$ cat src/rtl/cdb_arbiter.sv
// Common data bus arbiter: three 1-entry result buffers (ALU, LSB, BRU) granted
// round-robin onto a single registered broadcast port.
module cdb_arbiter #(
    parameter int RBW = 4,
    parameter int DW  = 32
) (
    input  logic           clk,
    input  logic           rst,
    input  logic           rdy,
    input  logic           flush,
    input  logic           alu_valid,
    input  logic [RBW-1:0] alu_tag,
    input  logic [DW-1:0]  alu_val,
    input  logic           lsb_valid,
    input  logic [RBW-1:0] lsb_tag,
    input  logic [DW-1:0]  lsb_val,
    input  logic           bru_valid,
    input  logic [RBW-1:0] bru_tag,
    input  logic [DW-1:0]  bru_val,
    output logic           alu_ready,
    output logic           lsb_ready,
    output logic           bru_ready,
    output logic           cdb_valid,
    output logic [RBW-1:0] cdb_tag,
    output logic [DW-1:0]  cdb_val,
    output logic [1:0]     cdb_src
);

    localparam logic [1:0] SRC_BRU = 2'd2;

    logic [2:0]     in_v;
    logic [RBW-1:0] in_t [3];
    logic [DW-1:0]  in_d [3];

    logic [2:0]     buf_v;
    logic [RBW-1:0] buf_t [3];
    logic [DW-1:0]  buf_d [3];
    logic [1:0]     ptr;

    logic           gnt_any;
    logic [1:0]     gnt_idx;
    logic [2:0]     cand;
    logic [2:0]     ready;

    assign in_v    = {bru_valid, lsb_valid, alu_valid};
    assign in_t[0] = alu_tag;
    assign in_t[1] = lsb_tag;
    assign in_t[2] = bru_tag;
    assign in_d[0] = alu_val;
    assign in_d[1] = lsb_val;
    assign in_d[2] = bru_val;

    // Search the three buffers starting at ptr, wrapping modulo 3.
    always_comb begin
        gnt_any = 1'b0;
        gnt_idx = '0;
        cand    = '0;
        for (int unsigned k = 0; k < 3; k++) begin
            cand = {1'b0, ptr} + 3'(k);
            if (cand >= 3'd3) cand = cand - 3'd3;
            if (!gnt_any && buf_v[cand[1:0]]) begin
                gnt_any = 1'b1;
                gnt_idx = cand[1:0];
            end
        end
    end

    always_comb begin
        ready = '0;
        for (int unsigned i = 0; i < 3; i++) begin
            ready[i] = rdy && !flush && !rst &&
                       (!buf_v[i] || (gnt_any && gnt_idx == 2'(i)));
        end
    end

    assign alu_ready = ready[0];
    assign lsb_ready = ready[1];
    assign bru_ready = ready[2];

    always_ff @(posedge clk) begin
        if (rst) begin
            buf_v     <= '0;
            ptr       <= '0;
            cdb_valid <= 1'b0;
            cdb_tag   <= '0;
            cdb_val   <= '0;
            cdb_src   <= '0;
        end else if (flush) begin
            buf_v     <= '0;
            ptr       <= '0;
            cdb_valid <= 1'b0;
        end else if (rdy) begin
            // A refill takes precedence over the free of a buffer granted at the same edge.
            for (int unsigned i = 0; i < 3; i++) begin
                if (in_v[i] && ready[i]) begin
                    buf_v[i] <= 1'b1;
                    buf_t[i] <= in_t[i];
                    buf_d[i] <= in_d[i];
                end else if (gnt_any && gnt_idx == 2'(i)) begin
                    buf_v[i] <= 1'b0;
                end
            end
            if (gnt_any) begin
                cdb_valid <= 1'b1;
                cdb_tag   <= buf_t[gnt_idx];
                cdb_val   <= buf_d[gnt_idx];
                cdb_src   <= gnt_idx;
                ptr       <= (gnt_idx == SRC_BRU) ? 2'd0 : gnt_idx + 2'd1;
            end else begin
                cdb_valid <= 1'b0;
            end
        end
    end

endmodule

$ cat config.mk
export PLATFORM = sky130hd
export DESIGN_NAME = cdb_arbiter
export DESIGN_NICKNAME = d
export VERILOG_FILES = /design/src/rtl/cdb_arbiter.sv
export SDC_FILE = /design/constraint.sdc
export NUM_CORES = 1
export LEC_CHECK = 0
export ABC_AREA = 1
export CAP_MARGIN = 30
export CORE_MARGIN = 4
export CORE_UTILIZATION = 49
export CTS_CLUSTER_DIAMETER = 80
export DETAILED_ROUTE_END_ITERATION = 8
export GPL_TIMING_DRIVEN = 1
export PLACE_DENSITY = 0.8
export SYNTH_ARGS = -nofsm -noshare
export SYNTH_HDL_FRONTEND = slang
export SYNTH_SLANG_ARGS = --single-unit
$ cat constraint.sdc
create_clock -name clk -period 3.95 [get_ports clk]
set_clock_uncertainty 0.15 [all_clocks]
set_input_delay 0.79 -clock clk [delete_from_list [all_inputs] [get_ports clk]]
set_output_delay 0.79 -clock clk [all_outputs]
set_load 0.01 [all_outputs]
==> impl_results.md, run 1 <==
* Post-synth top cells: 132 x nand2_1, 108 x edfxtp_1, 80 x nor2_1
* Crit Path Class: reg -> out
* Post-Route WL at 15.5 mm
* # nets final at 844
* Port Buf Inserts at 156
* CTS sink cnt at 152
* First-pass GRT wire length at 24.1 mm
* Worst EP required at 3.01 ns
* Footprint of the multi-input gates at 0.00153 sq mm
* Setup bufs post-CTS at 0
* Fillers at 863
* Maximum root-to-sink buffer count at 2
* Worst Tran Pin Value at 1.04 ns
* Via density at 4.95
* Leak at 3.25 nW
* Fin crit period at 3.70 ns
* Post-Syn Area at 0.00604 sq mm
* Largest net degree at the start of global routing at 40
* Syn_nets at 685
* Nature of the critical path startpoint: flop
* # setup viols final at 0
* DRC viols at 0
* Die width at 119 um
* Top post-synthesis cells by area: edfxtp_1 54%, dfxtp_1 15%, nand2_1 8.2%
* Routability cong. at 0.910
* RSZ-0062 raised after global routing: false
* Post-synth ARST share at 0%
* Total GRT Usage at 21.9%
* Full die area at 0.0142 sq mm
* Mapped Cells at 566
* Drt pass-1 iters at 6
* Crit path DAT at 2.76 ns
* Number of global-route vias before repair at 4746
* Fmax at 270 MHz
* Remaining Overflow, GRT at 0
* Hold WS at 0.323 ns
* Register area share after synthesis at 68.2%
* Maximum vdd drop at 0.245 mV
* Root buffer cell: clkbuf_16
* Prevailing post-synth register cell: edfxtp_1
* CORE AREA at 0.0121 sq mm
* Hpwl dp at 10.0 mm
* Power Dens Cells at 433 mW/mm^2
* Final slew viol count at 0
* Most common cell in the netlist: nand2_1
* Syn Area/Cell at 10.7 sq um
* Tightest Hold Check Type: reg -> reg
* Synthesis-to-finish area growth at 37.2%
* TritonCTS clock tree: done
* TritonCTS Buffers at 17
* Clk_lat worst skew at 0.41 ns
* Number of distinct library cells after synthesis at 26
* Initial antenna violation count at 0
* Share of layout cells above drive strength 1 at 10.0%
* Setup TNS at 0 ns
* Synth Register Bits at 152
* Yosys warning total at 0
* Crit. End Element: output pin
* Worst-path clk slew at 0.06 ns
* Antenna Cells at 0
* H-tree depth at 4
* Number of enable flip-flop cells after synthesis at 108
* Area share of the largest cell type after synthesis at 53.7%
* Status: finished, final reports clean
* Biggest area consumer among synthesized cells: edfxtp_1
* FP Rows at 40
* Via count at 4483
* Crit-path max FO at 7
* DRT iter0 DRCs at 411
* # IOs at 157
* Detail Route Antenna Nets at 0
* Max Cap Violations at 0
* Register Area at 0.00412 sq mm
* Final Cycle Share at 93.7%
* Chip height at 119 um
* Post-DR wirelength/cell at 17.1 um
* Slew margin rel. at 30.4%
* Final hold violations at 0
* Starting density of the core at 50.1%
final cells by class:
cell class	instances	area share, %
flip-flops and latches	152	49.7
well taps	168	2.53
inverters	61	2.76
multi-input cells	330	18.4
clock buffers	21	5.55
repair buffers	163	19.5
clock inverters	11	1.48
what timing repair did:
item	4_1_cts	5_1_grt
resized for setup	0	2
hold buffers	0	0
endpoints found under the setup margin	0	1
worst paths after layout:
path,depth (start not counted),from,slack [ns],to
min,2,cdb_src[0],0.32,cdb_src[0]
min reg2reg,2,cdb_src[0],0.32,cdb_src[0]
max reg2reg,14,ptr[0],0.84,cdb_val[3]
max,11,ptr[0],0.25,lsb_ready
layout by cell type, fill, tap and decap left out:
cell type and count:
clkbuf_16 17, nor2_1 79, nand3_2 2, clkbuf_1 2, buf_4 6, nand2_2 6
a211oi_1 1, nand4_1 3, nand2_4 1, o21ai_1 6, inv_2 9, clkbuf_8 2
nor3_1 1, a211oi_2 1, buf_12 1, ha_2 1, inv_6 1, buf_2 1
clkinvlp_4 4, nand3_1 46, a21oi_2 14, nor2_4 2, clkdlybuf4s50_1 155, a21boi_1 1
clkinv_2 3, o21bai_1 1, dfxtp_1 44, a21oi_1 28, inv_1 51, clkinv_4 1
ha_1 3, o21ai_0 2, bufinv_16 2, edfxtp_1 108, clkinv_1 1, nand2_1 132
sequential cells by signal, summed over array words and instances, names as in the netlist:
name,count
cdb_tag,4
buf_t,12
cdb_valid,1
cdb_src,2
buf_d,96
cdb_val,32
ptr,2
buf_v,3
routing by layer:
| metal | share of wire, % | track usage [%] | routed length (um) | up-vias |
|---|---|---|---|---|
| met2 | 52 | 38.3 | 8060 | 190 |
| met3 | 6.2 | 5.60 | 958 | 33 |
| met5 | 0 | 0 | 0 | - |
| met4 | 2.0 | 8.25 | 309 | 0 |
| li1 | - | - | - | 2170 |
| met1 | 40 | 25.9 | 6180 | 2090 |
worst max-delay path: stages, from the launching register on:
cell	delay (ns)
dfxtp_1	0.36
inv_1	0.11
ha_2	0.41
inv_2	0.07
nand2_1	0.10
nand3_1	0.11
nand2_2	0.13
nand4_1	0.14
nand2_2	0.15
nand2_2	0.09
a21boi_1	0.14
clkdlybuf4s50_1	0.55
metrics by stage:
step	cell area (sq um)	cells	power (mW)	worst slack (ns)	utilization, %
global route	8300	906	3.71	0.0378	68.8
floorplan	6040	566	1.88	0.361	-
finish	8300	906	3.59	0.248	68.8
detailed placement	7710	874	2.05	0.452	63.9
CTS	8290	906	3.62	0.194	68.8
global placement	7710	874	2.04	0.561	63.9
logic make-up after synthesis:
| logic type | Yosys count | share of synthesized area (%) |
|---|---|---|
| simple gates | 272 | 18.7 |
| flops | 152 | 68.2 |
| fa+ha+maj | 4 | 0.828 |
| compound gates | 54 | 5.59 |
| buf+inv | 84 | 6.67 |
where the power goes:
group,internal (mW),switching [mW],total [mW]
sequential,1.74,0.0128,1.75
combinational,0.145,0.118,0.264
clock,0.963,0.610,1.57
total,2.85,0.741,3.59
(Power assumes the default switching activity.)
==> run 2: changes to the inputs <==
--- a/config.mk
+++ b/config.mk
@@ -8,11 +8,11 @@
 export ABC_AREA = 1
 export CAP_MARGIN = 30
 export CORE_MARGIN = 4
-export CORE_UTILIZATION = 49
+export CORE_UTILIZATION = 52
 export CTS_CLUSTER_DIAMETER = 80
 export DETAILED_ROUTE_END_ITERATION = 8
 export GPL_TIMING_DRIVEN = 1
-export PLACE_DENSITY = 0.8
+export PLACE_DENSITY = 0.84
 export SYNTH_ARGS = -nofsm -noshare
 export SYNTH_HDL_FRONTEND = slang
 export SYNTH_SLANG_ARGS = --single-unit
==> constraint.sdc (replaced) <==
create_clock -name clk -period 4.3 [get_ports clk]
set_clock_uncertainty 0.15 [all_clocks]
set_input_delay 0.86 -clock clk [delete_from_list [all_inputs] [get_ports clk]]
set_output_delay 0.86 -clock clk [all_outputs]
set_load 0.01 [all_outputs]
==> impl_results.md, run 2 (same netlist as run 1, synthesis figures left out) <==
* Status: finished, final reports clean
* Place WS at 0.741 ns (+0.289 ns)
* Root buffer cell: clkbuf_16
* Setup bufs post-CTS at 0 (unchanged)
* Starting density of the core at 52.9% (+2.8 points)
* Final slew viol count at 0 (unchanged)
* RR Startpoint: ptr[0]
* Initial antenna violation count at 0 (unchanged)
* Crit Path Class: reg -> out
* Hold_sp: cdb_src[0]
* Crit. path cell count at 13 (+2)
* Part of the power in the clock network at 46.0% (+2.2 points)
* Critical path buffers and inverters at 5 (+2)
* Commonest cells after routing, fill and taps aside: 155 x clkdlybuf4s50_1, 132 x nand2_1, 108 x edfxtp_1
* Cts hold-fix bufs at 0 (unchanged)
* Top Metal Used: met4
* Port Buf Inserts at 156 (unchanged)
* CTS sink cnt at 152 (unchanged)
* Crit path top cell by count: nand2_1
* Tightest Hold Check Type: reg -> reg
* Flop pwr share at 47.0% (-1.9 points)
* Synthesis-to-finish area growth at 37.5%
* FF-to-FF setup slack at 1.02 ns (+0.18 ns)
* Nature of the critical path startpoint: flop
* M1 WL at 5.65 mm (-8.5%)
* Switch share at 19.7% (-0.95 points)
* TritonCTS Buffers at 17 (unchanged)
* Combinational Power Share at 7.0% (-0.3 points)
* CORE AREA at 0.0114 sq mm (-5.3%)
* Routability cong. at 0.885 (-2.8%)
* Setup TNS at 0 ns (unchanged)
* Maximum vdd drop at 0.286 mV (+17%)
* Hold Path Depth at 2 (unchanged)
* First-pass GRT wire length at 23.0 mm (-4.6%)
* Internal at 2.75 mW (-3.4%)
* RSZ-0062 raised after global routing: false
* Cell depth of the worst flop-to-flop path at 12 (-2)
* Slew margin rel. at 48.9% (+19 points)
* Biggest registers after layout: buf_d (96), cdb_val (32), buf_t (12)
* Total GRT Usage at 23.1% (+1.2 points)
* Final Cycle Share at 89.1%
* Max Cap Violations at 0 (unchanged)
* Hpwl dp at 9.86 mm (-1.6%)
* Maximum root-to-sink buffer count at 2 (unchanged)
* Crit. Startpoint: ptr[0]
* Clk_lat worst skew at 0.42 ns (about the same)
* Hold path endpoint: cdb_src[0]
* Antenna Cells at 0 (unchanged)
* H-tree depth at 4 (unchanged)
* Drt pass-1 iters at 5 (-1)
* Largest net degree at the start of global routing at 40 (unchanged)
* Met2 routed WL at 8.00 mm (-0.67%)
* Max reg flops at 96 (unchanged)
* Worst Tran Pin Value at 0.765 ns (-0.277 ns)
* Worst EP required at 3.29 ns (+0.28 ns)
* DRC viols at 0 (unchanged)
* Chip height at 116 um (-2.7%)
* Top reg by flops: buf_d
* Via count at 4558 (+1.7%)
* Full die area at 0.0134 sq mm (-5.4%)
* FP Rows at 39 (-2.5%)
* Number of global-route vias before repair at 4737 (-0.19%)
* Crit path DAT at 2.82 ns (+0.06 ns)
* CP peak stage delay at 0.53 ns (-0.02 ns)
* Post-route setup slack at 0.467 ns (+0.219 ns)
* Power Dens Cells at 413 mW/mm^2 (-4.7%)
* Most common cell after layout, fill and taps aside: clkdlybuf4s50_1
* Leak at 3.28 nW (+0.91%)
* Post-DR wirelength/cell at 17.1 um (about the same)
* Worst-path clk slew at 0.06 ns (about the same)
* Slowest cell on the critical path: clkdlybuf4s50_1
* Final hold violations at 0 (unchanged)
* Die width at 116 um (-2.7%)
* DRT iter0 DRCs at 334 (-19%)
* Detail Route Antenna Nets at 0 (unchanged)
* Post-CTS Resized at 0 (unchanged)
* # setup viols final at 0 (unchanged)
* Crit. End Element: output pin
* Share of layout cells above drive strength 1 at 9.49% (-0.54 points)
* Fin crit period at 3.83 ns
* Fmax at 261 MHz
* Crit-path max FO at 7 (unchanged)
* Post-Route WL at 15.1 mm (-2.8%)
* RR Endpoint: buf_d[0][1]
* # nets final at 844 (unchanged)
* Top Family by Delay on Critical Path: buffers and inverters
* # IOs at 157 (unchanged)
* Via density at 5.17 (+4.6%)
* TritonCTS clock tree: done
* Switching pwr at 675 uW (-8.9%)
* Remaining Overflow, GRT at 0 (unchanged)
* Met3 routed WL at 947 um (-1.1%)
* CP cell instances: inv_1 -> ha_1 -> inv_2 -> nand2_1 -> nand3_1 -> nand2_2 -> nand4_1 -> nand2_2 -> inv_2 -> nand2_1 -> nand2_1 -> inv_1 -> clkdlybuf4s50_1
[run 2: metal layers]
layer | GRT usage [%] | vias to the layer above
met2 | 40.2 | 207
li1 | - | 2180
met5 | 0 | -
met4 | 12.5 | 0
met3 | 5.33 | 33
met1 | 26.4 | 2138
[run 2: worst max-delay path by stage]
stage                             end  slack [ns]
after CTS                   alu_ready        0.46
after global placement      lsb_ready        0.79
after detailed placement    lsb_ready        0.74
final                       bru_ready        0.47
after global routing        bru_ready        0.27
after floorplan           buf_d[2][0]        0.71
[run 2: power groups by stage]
| stage | Sequential, mW | Clock, mW | Combinational, mW |
|---|---|---|---|
| final | 1.61 | 1.58 | 0.240 |
| after global routing | 1.61 | 1.66 | 0.258 |
| after CTS | 1.61 | 1.60 | 0.241 |
| after detailed placement | 1.64 | 0 | 0.239 |
| after global placement | 1.64 | 0 | 0.233 |
| after floorplan | 1.64 | 0 | 0.0830 |
[run 2: through the flow]
step / hold slack [ns] / instances / total power, mW / util [%] / area (sq um)
6_report: 0.315 / 881 / 3.43 / 72.8 / 8310
5_1_grt: 0.350 / 881 / 3.53 / 72.8 / 8310
4_1_cts: 0.315 / 881 / 3.45 / 72.8 / 8310
3_5_place_dp: 0.306 / 849 / 1.88 / 67.2 / 7680
3_3_place_gp: 0.305 / 849 / 1.87 / 67.2 / 7680
2_1_floorplan: 0.326 / 566 / 1.73 / - / 6040
[run 2: layout make-up]
type | instances | area [sq um]
Sequential cell | 152 | 4120
Clock buffer | 17 | 425
Inverter | 61 | 229
Tap cell | 143 | 179
Clock inverter | 15 | 206
Multi-Input combinational cell | 330 | 1530
Timing Repair Buffer | 163 | 1620
Fill cell | 782 | 3110
[run 2: worst min-delay path: cells and delay by family, from the launching register on]
kind / cells / cell delay, ns
DFF: 1 / 0.31
and+or+nand+nor: 1 / 0.06
AOI/OAI and AO/OA: 1 / 0.05
==> run 3: changes to the inputs <==
--- a/config.mk
+++ b/config.mk
@@ -13,6 +13,7 @@
 export DETAILED_ROUTE_END_ITERATION = 8
 export GPL_TIMING_DRIVEN = 1
 export PLACE_DENSITY = 0.84
+export SLEW_MARGIN = 20
 export SYNTH_ARGS = -nofsm -noshare
 export SYNTH_HDL_FRONTEND = slang
 export SYNTH_SLANG_ARGS = --single-unit
==> results of run 3 <==
Final layout, timing and power as in run 2 (identical DEF).
